**src/rtl/sram_like_responder_pkg.sv**
```systemverilog
// Shared definitions for the sram-like responder: access sizes, FSM states and
// the byte-lane enable helper that the data-side initiator reuses.
package sram_like_responder_pkg;

    localparam logic [1:0] SZ_BYTE = 2'd0;
    localparam logic [1:0] SZ_HALF = 2'd1;
    localparam logic [1:0] SZ_WORD = 2'd2;

    // Wide enough for DELAY (0..15) plus a random extra of 0..3.
    localparam int CNT_W = 5;

    typedef enum logic [1:0] {
        ST_IDLE,
        ST_WAIT,
        ST_RESP
    } state_t;

    // Misaligned accesses and size 3 yield no enables; the response is still returned.
    function automatic logic [3:0] byte_enable(input logic [1:0] size, input logic [1:0] lane);
        logic [3:0] be;
        be = 4'b0000;
        case (size)
            SZ_BYTE: be = 4'b0001 << lane;
            SZ_HALF: if (!lane[0]) be = lane[1] ? 4'b1100 : 4'b0011;
            SZ_WORD: if (lane == 2'b00) be = 4'b1111;
            default: be = 4'b0000;
        endcase
        return be;
    endfunction

endpackage

```
**src/rtl/sram_like_if.sv**
```systemverilog
// Sram-like request/response handshake between an initiator (master) and a
// responder (slave).
interface sram_like_if;
    logic        req;
    logic        wr;
    logic [1:0]  size;
    logic [31:0] addr;
    logic [31:0] wdata;
    logic        addr_ok;
    logic        data_ok;
    logic [31:0] rdata;

    modport master (
        output req, wr, size, addr, wdata,
        input  addr_ok, data_ok, rdata
    );

    modport slave (
        input  req, wr, size, addr, wdata,
        output addr_ok, data_ok, rdata
    );
endinterface

```
**src/rtl/lfsr16.sv**
```systemverilog
// 16-bit Fibonacci LFSR (taps 16,14,13,11) advancing one step per asserted
// step; reusable by any random-stall model.
module lfsr16 (
    input  logic        clk,
    input  logic        rst,
    input  logic        step,
    input  logic [15:0] seed,
    output logic [15:0] value
);

    // NOTE: sequential state is written with non-blocking assignments only, so
    // every flop samples pre-edge values regardless of block ordering.
    always_ff @(posedge clk or posedge rst) begin
        if (rst) begin
            value <= seed;
        end else if (step) begin
            value <= {value[14:0], value[15] ^ value[13] ^ value[12] ^ value[10]};
        end
    end

endmodule

```
**src/rtl/sram_like_responder.sv**
```systemverilog
// Responder end of the sram-like handshake: drives a single-port synchronous
// RAM and returns one in-order data_ok pulse per accepted request.
module sram_like_responder
    import sram_like_responder_pkg::*;
#(
    parameter int          ADDR_W  = 16,
    parameter int          DELAY   = 0,
    parameter bit          RAND_EN = 1'b0,
    parameter logic [15:0] SEED    = 16'hACE1
) (
    input  logic              clk,
    input  logic              rst,
    sram_like_if.slave        bus,
    output logic              ram_en,
    output logic [3:0]        ram_wen,
    output logic [ADDR_W-1:0] ram_addr,
    output logic [31:0]       ram_wdata,
    input  logic [31:0]       ram_rdata
);

    state_t           state;
    logic [CNT_W-1:0] cnt;
    logic             first_q;
    logic [31:0]      hold_q;
    logic [15:0]      lfsr;
    logic             accept;
    logic [CNT_W-1:0] wait_cyc;

    // A new request may overlap the RESP cycle of the previous one.
    assign bus.addr_ok = !rst && ((state == ST_IDLE) || (state == ST_RESP));
    assign bus.data_ok = (state == ST_RESP);
    assign accept      = bus.req && bus.addr_ok;

    assign wait_cyc = CNT_W'(DELAY) + (RAND_EN ? CNT_W'(lfsr[1:0]) : CNT_W'(0));

    assign ram_en    = accept;
    assign ram_wen   = (accept && bus.wr) ? byte_enable(bus.size, bus.addr[1:0]) : 4'b0000;
    assign ram_addr  = accept ? bus.addr[ADDR_W+1:2] : '0;
    assign ram_wdata = accept ? bus.wdata : '0;

    // RAM data is live only in the cycle after the read; later cycles replay the capture.
    assign bus.rdata = first_q ? ram_rdata : hold_q;

    lfsr16 u_lfsr (
        .clk   (clk),
        .rst   (rst),
        .step  (accept),
        .seed  (SEED),
        .value (lfsr)
    );

    always_ff @(posedge clk or posedge rst) begin
        if (rst) begin
            state   <= ST_IDLE;
            cnt     <= '0;
            first_q <= 1'b0;
            hold_q  <= '0;
        end else begin
            first_q <= accept && !bus.wr;
            if (first_q) hold_q <= ram_rdata;

            case (state)
                ST_IDLE, ST_RESP: begin
                    if (accept) begin
                        if (wait_cyc == '0) begin
                            state <= ST_RESP;
                        end else begin
                            state <= ST_WAIT;
                            cnt   <= wait_cyc;
                        end
                    end else begin
                        state <= ST_IDLE;
                    end
                end
                ST_WAIT: begin
                    cnt <= cnt - CNT_W'(1);
                    if (cnt == CNT_W'(1)) state <= ST_RESP;
                end
                default: state <= ST_IDLE;
            endcase
        end
    end

    logic unused_bits;
    assign unused_bits = &{1'b0, bus.addr[31:ADDR_W+2], lfsr[15:2]};

endmodule

```
**src/flat_wrapper.sv**
```systemverilog
// flat-port wrapper written by rule: the top's interface ports become plain ports
module sram_like_responder_flat import sram_like_responder_pkg::*;
#(
    parameter int          ADDR_W  = 16,
    parameter int          DELAY   = 0,
    parameter bit          RAND_EN = 1'b0,
    parameter logic [15:0] SEED    = 16'hACE1
)
  (clk, rst, ram_en, ram_wen, ram_addr, ram_wdata, ram_rdata, bus_req, bus_wr, bus_size, bus_addr, bus_wdata, bus_addr_ok, bus_data_ok, bus_rdata);
  sram_like_if bus_i ();
  input  logic clk;
  input  logic rst;
  output logic ram_en;
  output logic [3:0] ram_wen;
  output logic [ADDR_W-1:0] ram_addr;
  output logic [31:0] ram_wdata;
  input  logic [31:0] ram_rdata;
  input wire logic [$bits(bus_i.req)-1:0] bus_req;
  input wire logic [$bits(bus_i.wr)-1:0] bus_wr;
  input wire logic [$bits(bus_i.size)-1:0] bus_size;
  input wire logic [$bits(bus_i.addr)-1:0] bus_addr;
  input wire logic [$bits(bus_i.wdata)-1:0] bus_wdata;
  output wire logic [$bits(bus_i.addr_ok)-1:0] bus_addr_ok;
  output wire logic [$bits(bus_i.data_ok)-1:0] bus_data_ok;
  output wire logic [$bits(bus_i.rdata)-1:0] bus_rdata;
  assign bus_i.req = bus_req;
  assign bus_i.wr = bus_wr;
  assign bus_i.size = bus_size;
  assign bus_i.addr = bus_addr;
  assign bus_i.wdata = bus_wdata;
  assign bus_addr_ok = bus_i.addr_ok;
  assign bus_data_ok = bus_i.data_ok;
  assign bus_rdata = bus_i.rdata;
  sram_like_responder #(.ADDR_W(ADDR_W), .DELAY(DELAY), .RAND_EN(RAND_EN), .SEED(SEED)) u_core (.clk(clk), .rst(rst), .bus(bus_i), .ram_en(ram_en), .ram_wen(ram_wen), .ram_addr(ram_addr), .ram_wdata(ram_wdata), .ram_rdata(ram_rdata));
endmodule
```
**config.mk**
```make
export PLATFORM = sky130hd
export DESIGN_NAME = sram_like_responder_flat
export DESIGN_NICKNAME = d
export VERILOG_FILES = /design/src/rtl/sram_like_responder_pkg.sv /design/src/rtl/sram_like_if.sv /design/src/rtl/lfsr16.sv /design/src/rtl/sram_like_responder.sv /design/src/flat_wrapper.sv
export SDC_FILE = /design/constraint.sdc
export NUM_CORES = 1
export LEC_CHECK = 0
export BUFFER_PORTS_ARGS = -buffer_cell sky130_fd_sc_hd__buf_4
export CAP_MARGIN = 40
export CORE_AREA = 2 2 74 76
export CTS_BUF_LIST = sky130_fd_sc_hd__clkbuf_16
export DETAILED_ROUTE_END_ITERATION = 16
export DIE_AREA = 0 0 76 78
export PLACE_DENSITY = 0.78
export SYNTH_ARGS = -nofsm -noshare
export SYNTH_HDL_FRONTEND = slang
export SYNTH_SLANG_ARGS = --single-unit
```
**constraint.sdc**
```tcl
create_clock -name clk -period 1.2 [get_ports clk]
set_input_delay 0.12 -clock clk [delete_from_list [all_inputs] [get_ports clk]]
set_output_delay 0.12 -clock clk [all_outputs]
set_load 0.01 [all_outputs]
```
==> results.toml <==
[clock_tree]
hold_buffers = 0
clkTransAtPathRegs_ns = 0.05
cts_made_buffers = 5
cts.path.max_buffers = 2
cts_tree = "done"
htree_num_levels = 2
clockRootBuffer = "clkbuf_16"
clock_latency_ns = 0.27
clkSinkCount = 34

[drt]
drt-initial-drc-count = 28
antenna_left = 0
dr.pass1.iters = 4
drc_errors = 0
viasPerCell = 4.40
wire_per_inst_um = 14.4
wl_mm = 5.62
num_vias = 1713

[sta]
rsz0062_at_grt = "yes"
fin_crit_sh_pct = 126
hold_viol_final = 5
fin_setup_tns_ns = -8.69
setup_viol = 32
finalClockSkew_ns = 0.00460
whs_ns = -0.00174
setup_slack_ns = -0.308
worst_pin_slew_ns = 0.418
drv_slew = 0
max_freq_mhz = 663
fin_crit_ns = 1.51
slew_headroom_pct = 72.2

[grt]
antenna_found_initial = 0
grt_max_degree = 41
gr-usage-all-layers_pct = 18.3
grt_pass1_wl_mm = 8.51
grt_overflow_total = 0
grt_pass1_vias = 1802

[placement]
placed_cell_area_um2 = 3090
gp_congestion = 0.747
dp_hpwl_mm = 4.58
port_buffers = 174
dp.cells = 380

[yosys]
netlist_instances = 140
synth_flop_cell = "dfrtp_1"
ys_seq_area_share_pct = 50.4
syn-num-nets = 242
synth_cell_type_count = 21
syn_area_um2 = 1690
async_flop_share_pct = 100
synth.area.top_cells = "dfrtp_1, mux2_2, and2_1"
ys_ff_latch = 34
synth_edf_count = 0
avgSynthCellArea_um2 = 12.1
yosysTopAreaCell = "dfrtp_1"
synth_top_area_share_pct = 50.4
ys.warnings.count = 0

[final_layout]
diodes = 0
fill_cells = 407
regArea_um2 = 852
final_cell_mix = "buf_4, and2_1, dfrtp_1, mux2_4, buf_6"
final_common_cell = "buf_4"
area_growth_pct = 104
drive_gt1_share_pct = 69.6
multi_input_area_um2 = 861
instances_no_fill = 389
design_area_um2 = 3450
layout.nets = 420

[pwr]
p_per_area_nw_per_um2 = 1230
p_total_w = 0.00423
p_leak_nw = 1.80
vdd_drop_max_uv = 648

[setup_path]
critPathMaxFanout = 9
endpoint_kind = "output pin"
criticalPathCategory = "reg -> out"
worstPathArrival_ns = 1.39
r2r_slack_ns = 0.11
max_stage_delay_ns = 0.44
path_cells = "clkbuf_16 > mux2_2 > buf_4"
crit_required_ns = 1.08
cpMaxStageDelayCell = "dfrtp_2"
startpoint_type = "flop"

[status]
violations = "negative hold slack, negative setup slack"
status = "complete, but fails checks"

[die]
die_w_um = 76
dieHeight_um = 78
die_area_um2 = 5930
rows = 26
initial_core_util_pct = 33.5
core_area_um2 = 5040
ios = 189

[job]
cap_viol_max_count = 0

[min_path]
hold_class = "in -> async"
## cell type report
| type | instances | area share, % |
|---|---|---|
| clock inverter | 3 | 1.09 |
| sequential | 34 | 24.7 |
| tap | 70 | 2.54 |
| multi-input combinational | 95 | 24.9 |
| clock buffer | 5 | 3.63 |
| timing repair buffer | 180 | 42.9 |
| inverter | 2 | 0.218 |
## timing repair
| action | 4_1_cts | 5_1_grt |
|---|---|---|
| setup endpoints to repair | 32 | 32 |
| cloned | 0 | 1 |
| buffers inserted | 0 | 0 |
| gates resized for setup | 29 | 20 |
## power by group
group	total (W)	switching, W	leakage [nW]	internal (W)
combinational	0.00144	0.000532	1.31	0.000909
clock	0.00137	0.000413	0.0864	0.000961
sequential	0.00142	0.0000624	0.403	0.00135
## flip-flops by register name, summed over array words and instances, names as in the netlist
register and cells:
u_core.state 1, u_core.hold_q 32, u_core.first_q 1
## kinds of logic after synthesis
kind of cell / count (synthesis) / share of synthesized area (%)
compound gates: 5 / 2.15
xor+xnor: 2 / 1.04
buf+inv: 11 / 3.93
flops: 34 / 50.4
simple gates: 56 / 21.1
mux: 32 / 21.3
## synthesized netlist by cell type (2+ instances only)
cell type  count
clkbuf_1       4
xor2_1         2
mux2_1         2
buf_6          3
o21ai_0        2
inv_1          2
nor3_1         2
dfrtp_1       34
and2_1        48
mux2_2        30
## routing by layer
metal | part of all wire (%) | track usage, % | routed length, µm | up-vias
li1 | - | - | - | 813
met1 | 34 | 17.2 | 1910 | 799
met2 | 57 | 37.3 | 3210 | 94
met3 | 7.6 | 5.00 | 427 | 7
met4 | 1.3 | 6.55 | 75 | 0
met5 | 0 | 0 | 0 | -
## through the flow
stage          util (%)  worst slack [ns]
2_1_floorplan         -            0.0658
3_3_place_gp       61.2           -0.0321
3_5_place_dp       61.2           -0.0499
4_1_cts            66.5            -0.338
5_1_grt            68.4            -0.355
6_report           68.4            -0.308
## final timing paths
kind,from,cells past startpoint,to
setup / recovery,u_core.first_q,3,bus_rdata[17]
hold / removal,rst,3,u_core.first_q
setup reg to reg,u_core.first_q,2,u_core.hold_q[1]
hold reg to reg,u_core.hold_q[8],1,u_core.hold_q[8]
max in group asynchronous,rst,3,u_core.first_q
min in group clk,bus_wr,2,u_core.first_q
## critical path, delay by kind of cell (launching register included)
kind,cells,cell delay [ns]
buf+inv,2,0.34
flops,1,0.44
mux,1,0.34
Power figures use the tool's default switching activity.
